[src/rtl/seg_scan_decoder.sv]
// seg_scan_decoder: loopback monitor for the multiplexed 7-segment display.
// Registers anode/eSeg, decodes each settled digit into its slot, and
// publishes a 16-bit BCD frame once consecutive complete scans agree.
// Optional build macro: SEG_DECODE_HEX_EN adds the A-F glyphs to the decoder.
module seg_scan_decoder #(
    parameter int unsigned SETTLE_CYCLES  = 4,
    parameter int unsigned STABLE_FRAMES  = 2,
    parameter int unsigned TIMEOUT_CYCLES = 65536
) (
    input  logic        clk_osc,
    input  logic        reset,
    input  logic [3:0]  anode,
    input  logic [6:0]  eSeg,
    output logic [15:0] frame,
    output logic [3:0]  blank_mask,
    output logic [3:0]  err_mask,
    output logic        frame_valid,
    output logic        locked
);

    typedef enum logic [1:0] {WAIT, SETTLE, HELD} state_t;

    localparam logic [7:0]  SETTLE_LAST  = 8'(SETTLE_CYCLES - 1);
    localparam logic [2:0]  STABLE_CNT   = 3'(STABLE_FRAMES);
    localparam logic [19:0] TIMEOUT_LAST = 20'(TIMEOUT_CYCLES - 1);

    state_t      state;
    logic [7:0]  settle_cnt;
    logic [3:0]  a_q, a_p;
    logic [6:0]  s_q, s_p;
    logic        sel_valid, sel_changed, changed;
    logic [1:0]  slot;
    logic [3:0]  slot_bit;
    logic [3:0]  dec_val;
    logic        dec_blank, dec_err;
    logic        capture, complete, eligible, publish, timeout;
    logic [15:0] digits, cand_digits;
    logic [3:0]  blanks, errs, captured, cand_blanks, cand_errs;
    logic [23:0] cand, prev_cand;
    logic [2:0]  match_cnt, match_next;
    logic [19:0] idle_cnt;

    // Input register plus a one-cycle history used to detect any change
    always_ff @(posedge clk_osc or posedge reset) begin
        if (reset) begin
            a_q <= '1;
            s_q <= '1;
            a_p <= '1;
            s_p <= '1;
        end else begin
            a_q <= anode;
            s_q <= eSeg;
            a_p <= a_q;
            s_p <= s_q;
        end
    end

    // Digit select: exactly one active-low anode bit names the slot
    always_comb begin
        sel_valid = 1'b1;
        slot      = 2'd0;
        case (a_q)
            4'b1110: slot = 2'd0;
            4'b1101: slot = 2'd1;
            4'b1011: slot = 2'd2;
            4'b0111: slot = 2'd3;
            default: sel_valid = 1'b0;
        endcase
        slot_bit    = 4'b0001 << slot;
        sel_changed = (a_q != a_p);
        changed     = sel_changed || (s_q != s_p);
    end

    // Active-low glyph decode; unknown glyphs flag err, all-off flags blank
    always_comb begin
        dec_val   = 4'd0;
        dec_blank = 1'b0;
        dec_err   = 1'b0;
        case (s_q)
            7'b1000000: dec_val = 4'h0;
            7'b1111001: dec_val = 4'h1;
            7'b0100100: dec_val = 4'h2;
            7'b0110000: dec_val = 4'h3;
            7'b0011001: dec_val = 4'h4;
            7'b0010010: dec_val = 4'h5;
            7'b0000010: dec_val = 4'h6;
            7'b1111000: dec_val = 4'h7;
            7'b0000000: dec_val = 4'h8;
            7'b0010000: dec_val = 4'h9;
`ifdef SEG_DECODE_HEX_EN
            7'b0001000: dec_val = 4'hA;
            7'b0000011: dec_val = 4'hB;
            7'b1000110: dec_val = 4'hC;
            7'b0100001: dec_val = 4'hD;
            7'b0000110: dec_val = 4'hE;
            7'b0001110: dec_val = 4'hF;
`endif
            7'b1111111: dec_blank = 1'b1;
            default:    dec_err = 1'b1;
        endcase
    end

    // Candidate frame, stability tracking and publish decision
    always_comb begin
        capture     = (state == SETTLE) && !changed && (settle_cnt == SETTLE_LAST);
        cand_digits = digits;
        cand_blanks = blanks;
        cand_errs   = errs;
        cand_digits[{slot, 2'b00} +: 4] = dec_val;
        cand_blanks[slot] = dec_blank;
        cand_errs[slot]   = dec_err;
        cand     = {cand_digits, cand_blanks, cand_errs};
        complete = capture && ((captured | slot_bit) == 4'b1111);
        // match_cnt == 0 means no earlier candidate to compare against
        if ((match_cnt != 3'd0) && (cand == prev_cand))
            match_next = (match_cnt >= STABLE_CNT) ? STABLE_CNT : match_cnt + 3'd1;
        else
            match_next = 3'd1;
        eligible = (match_next >= STABLE_CNT);
        publish  = complete && eligible &&
                   (!locked || (cand != {frame, blank_mask, err_mask}));
        timeout  = !capture && (idle_cnt == TIMEOUT_LAST);
    end

    // Sampling FSM: wait for a select, let it settle, then hold until it moves
    always_ff @(posedge clk_osc or posedge reset) begin
        if (reset) begin
            state      <= WAIT;
            settle_cnt <= '0;
        end else begin
            case (state)
                WAIT: begin
                    settle_cnt <= '0;
                    if (sel_valid) state <= SETTLE;
                end
                SETTLE: begin
                    if (changed) begin
                        settle_cnt <= '0;
                        state      <= sel_valid ? SETTLE : WAIT;
                    end else if (settle_cnt == SETTLE_LAST) begin
                        state <= HELD;
                    end else begin
                        settle_cnt <= settle_cnt + 8'd1;
                    end
                end
                HELD: begin
                    if (sel_changed) begin
                        settle_cnt <= '0;
                        state      <= sel_valid ? SETTLE : WAIT;
                    end
                end
                default: begin
                    state      <= WAIT;
                    settle_cnt <= '0;
                end
            endcase
        end
    end

    // Frame assembly, publish registers and loss-of-lock timeout
    always_ff @(posedge clk_osc or posedge reset) begin
        if (reset) begin
            digits      <= '0;
            blanks      <= '0;
            errs        <= '0;
            captured    <= '0;
            prev_cand   <= '0;
            match_cnt   <= '0;
            idle_cnt    <= '0;
            frame       <= '0;
            blank_mask  <= '0;
            err_mask    <= '0;
            frame_valid <= 1'b0;
            locked      <= 1'b0;
        end else begin
            frame_valid <= publish;
            if (capture) begin
                digits   <= cand_digits;
                blanks   <= cand_blanks;
                errs     <= cand_errs;
                idle_cnt <= '0;
                captured <= complete ? 4'b0000 : (captured | slot_bit);
                if (complete) begin
                    prev_cand <= cand;
                    match_cnt <= match_next;
                end
                if (publish) begin
                    frame      <= cand_digits;
                    blank_mask <= cand_blanks;
                    err_mask   <= cand_errs;
                    locked     <= 1'b1;
                end
            end else if (timeout) begin
                locked    <= 1'b0;
                captured  <= '0;
                match_cnt <= '0;
                idle_cnt  <= '0;
            end else begin
                idle_cnt <= idle_cnt + 20'd1;
            end
        end
    end

endmodule

[config.mk]
export PLATFORM = sky130hd
export DESIGN_NAME = seg_scan_decoder
export DESIGN_NICKNAME = d
export VERILOG_FILES = /design/src/rtl/seg_scan_decoder.sv
export SDC_FILE = /design/constraint.sdc
export NUM_CORES = 1
export LEC_CHECK = 0
export ABC_AREA = 1
export CAP_MARGIN = 30
export CORE_MARGIN = 8
export CORE_UTILIZATION = 64
export CTS_CLUSTER_SIZE = 30
export DETAILED_ROUTE_END_ITERATION = 10
export PLACE_DENSITY_LB_ADDON = 0.2
export SLEW_MARGIN = 20
export SYNTH_ARGS = -nofsm -noshare
export SYNTH_HDL_FRONTEND = slang
export SYNTH_SLANG_ARGS = --single-unit
[constraint.sdc]
create_clock -name clk_osc -period 11.85 [get_ports clk_osc]
set_input_delay 1.185 -clock clk_osc [delete_from_list [all_inputs] [get_ports clk_osc]]
set_output_delay 1.185 -clock clk_osc [all_outputs]
set_load 0.05 [all_outputs]
# == Yosys cells after proc, flatten, opt, wreduce, memory -nomap -nowiden ==
# Cells that the tools add are included.
# classes
shifts,3
n_bitwise,1
mux,33
order_cmp,4
n_reduce_logical,25
eq_ne,29
n_addsub,4
# ops
operator,n
$mux 20,2
$pmux 4 s9,1
$eq 7x7->1 const B,4
$eq 24x24->1,1
$mux 8,3
$ne 24x24->1,1
$eq 7x5->1 const B,3
$add 20x1->20 const B,1
$eq 20x16->1 const B,1
$bwmux 16,1
$eq 4x4->1 const B,4
$pmux 8 s2,1
$shift 4x6->16 const A,1
$shiftx 4x6->16,1
$mux 3,5
$eq 7x6->1 const B,2
$mux 4,3
$pmux 2 s3,2
$reduce_or 11->1,1
$reduce_and 2->1,5
$add 8x1->8 const B,1
$bwmux 4,2
$eq 8x2->1 const B,1
$logic_and 1x1->1,8
28 further kinds,44
# word_totals
ff_bits,133
inputBits,13
elab_cells,117

# == Depth between registers and ports, before layout ==
# Gate-level depths: netlist (run 1).
# depth
word_depth,15
mapped_depth,26
mapped_depth_nobuf,25

# == Worst setup path after synthesis (run 1) ==
# Ideal clock, no wire load.
# synth_timing
path_kind,register -> register
startpoint,register a_q[2]
endpoint,register frame[11]
n_path_buf,1
stages_incl_launch_ff,23
synth_period_minus_slack_ns,3.003
path_slack_ns,8.847
arrival_ns,2.883
path_cell_list,dfstp_2 -> inv_2 -> nor2_1 -> nand2_2 -> nand2_4 -> inv_2 -> ha_1 -> or2_1 -> nor2_2 -> nand2_1 -> nand3_1 -> nand2_1 -> nor2_1 -> nand2_1 -> nor2_1 -> nand3_1 -> nor2_2 -> nand4_1 -> nand2_2 -> nand2_4 -> buf_6 -> nand2_1 -> nand2_1
# synth_between
elab_chain_len,14
elab_cells_between_ends,33
cone_classes,add/sub: 1; order compare: 3; eq/ne: 7; shift: 3; mux: 7; bitwise: 1; reduce/logical: 11
# synth_rtl
element,line_no,rtl
from (decl),29,"logic [3:0] a_q, a_p;"
from (signal assigned),51,a_q <= anode;
"parallel branches: the longest is 14 deep, another holds $neg 4->6",n/a,
to (signal assigned),188,frame <= cand_digits;
to (decl),14,"output logic [15:0] frame,"
# Parallel ways; which one is timed is not known.
# A chain may end at the register's enable or synchronous reset.

# == Final worst setup path (run 1) ==
# layout_timing
startpoint,register a_q[3]
endpoint,register blank_mask[1]
# layout_between
elab_chain_len,14
elab_cells_between_ends,33
cone_classes,add/sub: 1; order compare: 3; eq/ne: 7; shift: 3; mux: 7; bitwise: 1; reduce/logical: 11
# layout_rtl
element,line_no,rtl
"parallel branches: the longest is 14 deep, another holds $neg 4->6",n/a,
to (signal assigned),189,blank_mask <= cand_blanks;
to (decl),15,"output logic [3:0] blank_mask,"
# Parallel ways; which one is timed is not known.

==> results of run 1 <==
-- placed cells by master, fill, tap and decap left out, types with 2 or more instances in the layout --
master           count
a21oi_1              8
dfrtp_1            111
o31ai_1              4
nand4_1             20
dfstp_2             22
nor4_1               6
nor2_2              11
inv_2               11
nor4_2               2
clkinvlp_4           3
buf_4                3
nand3b_1             9
nand2_2             10
nand2_4              2
clkinv_4             3
inv_1              121
nand3_2              4
clkbuf_8             3
o32ai_1              2
clkinv_2             4
clkbuf_16           17
clkdlybuf4s50_1     38
o21ai_0             56
nor2_1              72
or2_2                9
bufinv_16            2
ha_1                 9
xor2_1              19
nor3b_1              3
nand3_1            102
o211ai_1             3
nand2_1            322
nor2_4               4
nor3_1              11
-- power groups by stage --
stage	Combinational (mW)	Clock [mW]	Sequential, mW
2_1_floorplan	0.0392	0	0.475
3_3_place_gp	0.0522	0	0.477
3_5_place_dp	0.0547	0	0.478
4_1_cts	0.0552	0.530	0.470
5_1_grt	0.0624	0.551	0.471
6_report	0.0549	0.525	0.470
-- metal layers --
layer / track usage / routed length, µm
met1: 0.3312 / 7904
met3: 0.05890 / 1165
met4: 0.1106 / 456
met5: 0 / 0
met2: 0.4094 / 8639
-- cells by family (layout without fill, tap and decap cells) --
| family | count (synthesis) | in the layout |
|---|---|---|
| multiplexers | 1 | 1 |
| flip-flops | 133 | 133 |
| AND/OR/NAND/NOR | 588 | 588 |
| XOR/XNOR | 20 | 20 |
| adder cells (fa/ha/maj) | 9 | 9 |
| AO/OA/AOI/OAI | 79 | 79 |
| buffers and inverters | 157 | 207 |
-- registers in the layout, summed over array words and instances, names as in the netlist, 3 cells and up --
signal / flops
prev_cand: 24
idle_cnt: 20
digits: 16
frame: 16
settle_cnt: 8
s_p: 7
s_q: 7
a_p: 4
a_q: 4
blank_mask: 4
blanks: 4
captured: 4
err_mask: 4
errs: 4
match_cnt: 3
-- through the flow --
step	hold slack, ps	total power, mW	util
floorplan	351.9	0.5145	-
global placement	377.8	0.5294	0.6890
detailed placement	382.7	0.5322	0.6914
CTS	390.7	1.055	0.7440
global route	395.4	1.084	0.7440
finish	391.5	1.050	0.7440
-- final cells by class --
| cell class | count | area [µm²] | share of cell area |
|---|---|---|---|
| repair buffers | 42 | 430.4 | 0.05110 |
| inverters | 133 | 504.2 | 0.05986 |
| clock buffers | 20 | 466.7 | 0.05541 |
| clock inverters | 12 | 128.9 | 0.01530 |
| multi-input cells | 697 | 3358 | 0.3987 |
| well taps | 143 | 178.9 | 0.02124 |
| flip-flops and latches | 133 | 3356 | 0.3984 |
-- worst max-delay path, delay by kind of cell, from the launching register on --
kind | cells | cell delay, ps
adder cells (fa/ha/maj) | 1 | 450
buffers and inverters | 2 | 170
flip-flops | 1 | 570
AND/OR/NAND/NOR | 19 | 3010
-- path summary, 6_finish.rpt --
kind	depth (start not counted)	to	slack [ps]	start
setup / recovery	22	blank_mask[1]	7510	a_q[3]
hold / removal	0	a_p[1]	390	a_q[1]
setup reg to reg	22	blank_mask[1]	7510	a_q[3]
hold reg to reg	0	a_p[1]	390	a_q[1]
max in group asynchronous	4	digits[4]	9580	reset
min in group asynchronous	2	settle_cnt[1]	1170	reset
==> impl_metrics.json, run 1 <==
{
  "syn_area_per_cell_um2": 7.427,
  "drc": 0,
  "yosysWarnings": 0,
  "final_area_um2": 8423,
  "layout-drive-gt1-share": 0.1090,
  "synth_most_common_cell": "nand2_1",
  "fillerInstances": 900,
  "cap_violations": 0,
  "root_buffer": "clkbuf_16",
  "vias_per_cell": 5.585,
  "synth-simple-area-share": 0.3576,
  "hold_violations": 0,
  "slew_headroom": 0.5587,
  "status": "finished clean",
  "start_util": 0.6475,
  "synth_xor_area_frac": 0.02389,
  "synthCells": 987,
  "hold_class": "reg2reg",
  "fin_cells": 1180,
  "ant_nets": 0,
  "grt_max_degree": 59,
  "fin_nets": 1046,
  "power.density_nw_per_um2": 124.6,
  "cts_resized": 0,
  "yosys_most_used_dff": "dfrtp_1",
  "power.share.clock": 0.500,
  "grt_usage": 0.2568,
  "area_growth_syn_to_layout_pct": 14.90,
  "ys_types": 39,
  "cp-start-kind": "flip-flop",
  "dp_cells": 1148,
  "synth.area.top_cells": "dfrtp_1 38%, nand2_1 16%, dfstp_2 7.9%, nand3_1 7.0%, inv_1 6.2%",
  "num_antenna_cells": 0,
  "period_minus_slack_ps": 4338,
  "final-max-slew-violation-count": 0,
  "slowest_delay_ps": 570,
  "ys_ff_latch": 133,
  "dpl_worst_slack_ps": 7649,
  "firstDrtPassIters": 6,
  "crit_type": "reg2reg",
  "synth_adder_area_share": 0.01536,
  "cts_tree": "done",
  "async_flop_share": 1.000,
  "rows": 39,
  "ctsHoldBuffers": 0,
  "core_um2": 11320,
  "intPower_mw": 0.8058,
  "synth-compound-area-share": 0.05957,
  "cts_sinks": 133,
  "clk_pin_slew_ps": 60,
  "grt-ovfl-total": 0,
  "dp_hpwl_um": 12390,
  "wl_um": 18170,
  "die_h_um": 123.0,
  "synth_top_cell_area_share": 0.3789,
  "skew_ps": 7.190,
  "htreeDepth": 4,
  "setup_viol_count_final": 0,
  "crit_top_cell": "nand2_1",
  "drt_iter0_markers": 644,
  "worstSetupEndpointType": "flip-flop",
  "path_max_fanout": 26,
  "cts_setup_buffers": 0,
  "postPlaceCellArea_um2": 7828,
  "grt_pass1_wl_um": 30520,
  "synth_edf_count": 0,
  "slowest_stage": "dfstp_2",
  "crit_required_ps": 12160,
  "finalCritPeriodShare": 0.3661,
  "port_buffers": 38,
  "netlist_top_cells_count": "322 x nand2_1, 122 x inv_1, 111 x dfrtp_1, 102 x nand3_1, 73 x nor2_1",
  "rsz0062_at_grt": "false",
  "final.setup.worst_slack_ps": 7512,
  "comb_power_share": 0.052,
  "seqPwrFrac": 0.448,
  "clk_latency_ps": 420,
  "vdd_drop_max_mv": 0.1276,
  "worstMarginPinSlew_ps": 661.9,
  "p_sw_mw": 0.2440,
  "grt_antenna_before_repair": 0,
  "synth_area_leader_cell": "dfrtp_1",
  "synth_top_family_by_area": "simple AND/OR/NAND/NOR gates",
  "io_pins": 39,
  "cts_max_path_buffers": 2,
  "crit_chain": "inv_1, nor3_1, nor2_1, inv_1, ha_1, nand2_1, nor2_2, nand2_1, nand2_2, nand2_1, nand2_1, nand2_1, nor2_1, nand2_1, nor2_1, nand2_1, nor2_2, nand4_1, nand2_2, nand2_4, nand2_1, nand2_1",
  "arrival_ps": 4650,
  "wl_per_cell_um": 15.39,
  "switching_share": 0.2324,
  "yosysSeqAreaShare": 0.4578,
  "syn_nets": 1009,
  "grt_pass1_vias": 6394,
  "place.gp.congestion": 0.9491,
  "muxShareOfSynthArea": 0.001365,
  "tns_ps": 0,
  "die_w_um": 123.0,
  "synth_area_um2": 7331,
  "die_area_um2": 15140,
  "vias": 6590,
  "power.leakage_nw": 4.266,
  "cts_made_buffers": 17,
  "fmax_mhz": 230.5
}
Power figures use the tool's default switching activity.
==> run 2: changes to the inputs <==
- CORE_UTILIZATION: 64 -> 61
- clock period: 11.85 -> 4.15 ns (I/O delays scaled with it)
==> run 2 against run 1 <==
Worst hold slack got worse by 3.3 ps; count of clock-buffer cells in the layout increased by 3; sequential share of layout area decreased by 0.077 points; global-route usage fell by 1.7 points; non-clock buffer count up 3; critical endpoint is now frame[5]; combinational power rose to 2.9 times the previous value; highest routed layer unchanged.
==> impl_metrics.json, run 2 (synthesis gave the netlist of run 1 again) <==
{
  "status": "finished clean",
  "m1WireLength_um": 8044,
  "crit_required_ps": 4460,
  "skew_ps": 7.760,
  "final-max-slew-violation-count": 0,
  "clk_pin_slew_ps": 60,
  "grt_max_degree": 71,
  "io_pins": 39,
  "dr_wl_met2_um": 8420,
  "highest_layer": "met4",
  "holdPathStages": 0,
  "hold_start": "a_q[1]",
  "core_um2": 11860,
  "setup_viol_count_final": 0,
  "crit_family": "simple AND/OR/NAND/NOR gates",
  "crit_chain": "inv_2, nor2_1, nand2_2, nand2_4, ha_1, inv_1, nand2_1, nand2_1, a21oi_1, nand2_1, nor2_1, nand3_1, nor2_1, nand3_1, nor2_2, nand4_1, nand2_4, nand2_4, nand2_1, nand2_1",
  "period_minus_slack_ps": 3787,
  "r2r_setup_slack_ps": 360,
  "fin_nets": 1049,
  "cts_max_path_buffers": 2,
  "final_area_um2": 8439,
  "drc": 0,
  "power.leakage_nw": 4.282,
  "wl_met3_um": 1262,
  "num_antenna_cells": 0,
  "grt_usage": 0.2398,
  "finalCritPeriodShare": 0.9125,
  "final_cell_mix": "322 x nand2_1, 121 x inv_1, 111 x dfrtp_1, 102 x nand3_1, 72 x nor2_1",
  "start_util": 0.6180,
  "wl_um": 18060,
  "power.density_nw_per_um2": 353.1,
  "grt_pass1_vias": 6217,
  "root_buffer": "clkbuf_16",
  "rsz0062_at_grt": "false",
  "final_util": 0.7115,
  "final.setup.worst_slack_ps": 362.9,
  "vias_per_cell": 5.532,
  "die_area_um2": 15780,
  "port_buffers": 38,
  "dp_hpwl_um": 12260,
  "layout-drive-gt1-share": 0.1087,
  "largest_register_ffs": 24,
  "slew_headroom": 0.5475,
  "tns_ps": 0,
  "cp-start-kind": "flip-flop",
  "worstMarginPinSlew_ps": 672.5,
  "grt_pass1_wl_um": 30400,
  "wl_per_cell_um": 15.21,
  "vdd_drop_max_mv": 0.4916,
  "multiInputGateArea_um2": 3363,
  "fmax_mhz": 264.1,
  "crit_top_cell": "nand2_1",
  "rows": 40,
  "slowest_delay_ps": 580,
  "seq_area_um2": 3356,
  "area_growth_syn_to_layout_pct": 15.12,
  "cts_tree": "done",
  "cap_violations": 0,
  "hold_violations": 0,
  "grt_antenna_before_repair": 0,
  "clk_latency_ps": 430,
  "hold_class": "reg2reg",
  "vias": 6567,
  "worstSetupEndpointType": "flip-flop",
  "cts_sinks": 133,
  "die_w_um": 125.6,
  "place.gp.congestion": 0.9406,
  "ant_nets": 0,
  "path_max_fanout": 26,
  "crit_buf_inv": 2,
  "r2r-end": "frame[5]",
  "crit_type": "reg2reg",
  "regMostFlops": "prev_cand",
  "r2r-start": "a_q[2]",
  "dpl_worst_slack_ps": 394.4,
  "layout_commonest_cell": "nand2_1",
  "die_h_um": 125.6,
  "firstDrtPassIters": 5,
  "fillerInstances": 979,
  "cts_made_buffers": 17,
  "arrival_ps": 4100,
  "grt-ovfl-total": 0,
  "drt_iter0_markers": 607,
  "postPlaceCellArea_um2": 7855,
  "htreeDepth": 4,
  "slowest_stage": "dfstp_2",
  "reg2reg_depth": 20,
  "hold_end": "a_p[1]",
  "top_regs": "prev_cand (24), idle_cnt (20)"
}
-- run 2: cell count changes in the layout (fill, tap and decap cells not counted), sizes merged --
cell      previous run  this run
buf                  4         7
clkbuf              20        23
clkinv               7         6
clkinvlp             3         1
-- run 2: area by class of cell --
class,instances,area share
Clock buffer,23,0.05663
Clock inverter,9,0.01201
Inverter,133,0.05975
Multi-Input combinational cell,697,0.3985
Sequential cell,133,0.3976
Tap cell,147,0.02179
Timing Repair Buffer,45,0.05367
-- run 2: worst reg2reg max path: stages, from the launching register on --
cell and delay (ps):
dfstp_2 580, inv_2 50, nor2_1 130, nand2_2 100, nand2_4 150, ha_1 360, inv_1 240, nand2_1 160
nand2_1 130, a21oi_1 190, nand2_1 70, nor2_1 140, nand3_1 150, nor2_1 130, nand3_1 100, nor2_2 150
nand4_1 180, nand2_4 220, nand2_4 250, nand2_1 140, nand2_1 50
-- run 2: report_power, final --
group | internal, mW | total [mW] | switching, mW
combinational | 0.0500 | 0.157 | 0.107
clock | 0.926 | 1.48 | 0.554
sequential | 1.32 | 1.34 | 0.0197
-- run 2: per-stage QoR --
stage	power, mW	instances	hold WS [ps]
4_1_cts	3.003	1187	380.3
3_5_place_dp	1.521	1155	380.7
6_report	2.980	1187	388.2
5_1_grt	3.083	1187	385.6
3_3_place_gp	1.513	1154	379.5
2_1_floorplan	1.469	987	351.9
-- run 2: timing repair --
item,in CTS,in global routing
setup buffers,0,0
gates resized for setup,0,1
hold buffers,0,0
endpoints found under the setup margin,0,24
-- run 2: layer usage --
| metal | GRT usage | vias up |
|---|---|---|
| met5 | 0 | - |
| met4 | 0.08381 | 0 |
| met3 | 0.07215 | 34 |
| met2 | 0.3811 | 226 |
| met1 | 0.3053 | 3090 |
| li1 | - | 3217 |
-- run 2: worst max path at each step --
stage                     cells past startpoint  startpoint       endpoint  slack [ps]
after detailed placement                     21      a_q[1]       frame[5]         390
after CTS                                    21      a_q[3]       frame[3]         330
after floorplan                               1       reset  blank_mask[0]         220
after global placement                       21      a_q[3]  blank_mask[0]         440
after global routing                         20      a_q[3]  blank_mask[3]          20
final                                        20      a_q[2]       frame[5]         360
==> run 3: changes to the inputs <==
--- a/config.mk
+++ b/config.mk
@@ -8,3 +8,3 @@
 export ABC_AREA = 1
-export CAP_MARGIN = 30
+export CAP_MARGIN = 20
 export CORE_MARGIN = 8
==> constraint.sdc (replaced) <==
create_clock -name clk_osc -period 4.15 [get_ports clk_osc]
set_input_delay 0.83 -clock clk_osc [delete_from_list [all_inputs] [get_ports clk_osc]]
set_output_delay 0.83 -clock clk_osc [all_outputs]
set_load 0.05 [all_outputs]
==> run 3 against run 2 <==
Setup slack worse by 40 ps; final cell count is 0.17% higher; fmax is 1.0% lower; routed wire length is 1.3% lower; power is 4.7% higher; cell area is 0.76% higher; sequential power hardly changed; register-to-register slack worse by 40 ps; worst hold slack better by 4.1 ps; die area stayed put; highest routed layer unchanged.
==> impl_metrics.json, run 3 (synthesis gave the netlist of run 1 again) <==
{
  "core_um2": 11860,
  "slew_headroom": 0.5455,
  "vdd_drop_max_mv": 0.2517,
  "worstMarginPinSlew_ps": 680.3,
  "grt_max_degree": 103,
  "p_total_mw": 3.121,
  "root_buffer": "clkbuf_16",
  "drt_iter0_markers": 643,
  "finalCritPeriodShare": 0.9222,
  "period_minus_slack_ps": 3827,
  "cap_violations": 0,
  "status": "finished clean",
  "grt_pass1_vias": 6026,
  "dp_hpwl_um": 12490,
  "hold_class": "reg2reg",
  "vias_per_cell": 5.429,
  "clk_latency_ps": 430,
  "largest_register_ffs": 24,
  "setup_viol_count_final": 0,
  "rsz0062_at_grt": "false",
  "htreeDepth": 4,
  "tns_ps": 0,
  "cts_max_path_buffers": 2,
  "final.setup.worst_slack_ps": 322.9,
  "cts_made_buffers": 17,
  "power.density_nw_per_um2": 367.1,
  "layout_commonest_cell": "nand2_1",
  "port_buffers": 38,
  "final_cell_mix": "322 x nand2_1, 121 x inv_1, 111 x dfrtp_1, 102 x nand3_1, 72 x nor2_1",
  "wl_um": 17830,
  "cp-start-kind": "flip-flop",
  "crit_type": "reg2reg",
  "grt-ovfl-total": 0,
  "die_area_um2": 15780,
  "grt_usage": 0.2328,
  "die_h_um": 125.6,
  "drc": 0,
  "firstDrtPassIters": 5,
  "cts_tree": "done",
  "dp_cells": 1157,
  "crit_required_ps": 4470,
  "area_growth_syn_to_layout_pct": 15.99,
  "dpl_worst_slack_ps": 403.9,
  "fin_nets": 1051,
  "path_max_fanout": 26,
  "top_regs": "prev_cand (24), idle_cnt (20)",
  "cts_sinks": 133,
  "arrival_ps": 4140,
  "power.leakage_nw": 4.305,
  "final-max-slew-violation-count": 0,
  "vias": 6455,
  "cts_setup_buffers": 0,
  "hold_violations": 0,
  "fin_cells": 1189,
  "wl_per_cell_um": 15.00,
  "clk_pin_slew_ps": 60,
  "io_pins": 39,
  "ctsHoldBuffers": 0,
  "layout-drive-gt1-share": 0.1132,
  "num_antenna_cells": 0,
  "skew_ps": 8.329,
  "grt_pass1_wl_um": 29540,
  "place.gp.congestion": 0.9346,
  "cts_resized": 0,
  "fmax_mhz": 261.3,
  "grt_antenna_before_repair": 0,
  "rows": 40,
  "regMostFlops": "prev_cand",
  "ant_nets": 0,
  "worstSetupEndpointType": "flip-flop",
  "start_util": 0.6180,
  "die_w_um": 125.6
}
run 3: cell count changes in the layout (fill, tap and decap cells not counted), moves of 2 or more:
| cell | delta |
|---|---|
| bufinv_16 | +2 |
| clkbuf_1 | -3 |
| clkinv_2 | -2 |
| buf_4 | +2 |
| clkinvlp_4 | +3 |
run 3: worst paths after layout:
check / slack [ps] / cells after the start / from / endpoint
min in group asynchronous: 850 / 2 / reset / state[0]
min: 390 / 0 / a_q[1] / a_p[1]
max in group asynchronous: 2330 / 3 / reset / err_mask[2]
max: 320 / 22 / a_q[3] / frame[3]
max reg2reg: 320 / 22 / a_q[3] / frame[3]
min reg2reg: 390 / 0 / a_q[1] / a_p[1]
run 3: metrics by stage:
step           area (µm²)  utilization  hold WS, ps
2_1_floorplan        7335            -        351.9
3_3_place_gp         7861       0.6628        380.3
3_5_place_dp         7861       0.6628        383.6
4_1_cts              8503       0.7169        393.8
5_1_grt              8503       0.7169        400.1
6_report             8503       0.7169        392.3
run 3: final cells by class:
type                            count  area (µm²)
Clock buffer                       20       466.7
Clock inverter                     12       175.2
Sequential cell                   133        3356
Timing Repair Buffer               47       460.4
Multi-Input combinational cell    697        3358
Fill cell                         944        3358
Inverter                          133       503.0
Tap cell                          147       183.9
run 3: per-layer routing:
layer | vias up | global-route usage | wire (µm) | part of all wire
met2 | 200 | 0.3751 | 8369 | 0.47
met4 | 0 | 0.09670 | 402 | 0.023
met5 | - | 0 | 0 | 0
li1 | 3216 | - | - | -
met1 | 3011 | 0.3000 | 7935 | 0.44
met3 | 28 | 0.04852 | 1126 | 0.063
run 3: power breakdown:
group	switching, mW	internal [mW]	total, mW
combinational	0.104	0.0486	0.153
sequential	0.0189	1.32	1.34
clock	0.576	1.05	1.63
run 3: critical path, stage by stage, from the launching register on:
cell and delay [ps]:
dfstp_2 570, inv_1 70, nor3_1 240, nor2_1 130, inv_1 100, ha_1 310
nand2_1 110, nor2_2 220, nand2_1 160, nand2_2 130, nand2_1 70, nand2_1 70
nand2_1 60, nor2_1 140, nand2_1 90, nor2_1 90, nand2_1 80, nor2_2 160
nand4_1 160, nand2_2 300, nand2_4 280, nand2_1 140, nand2_1 50
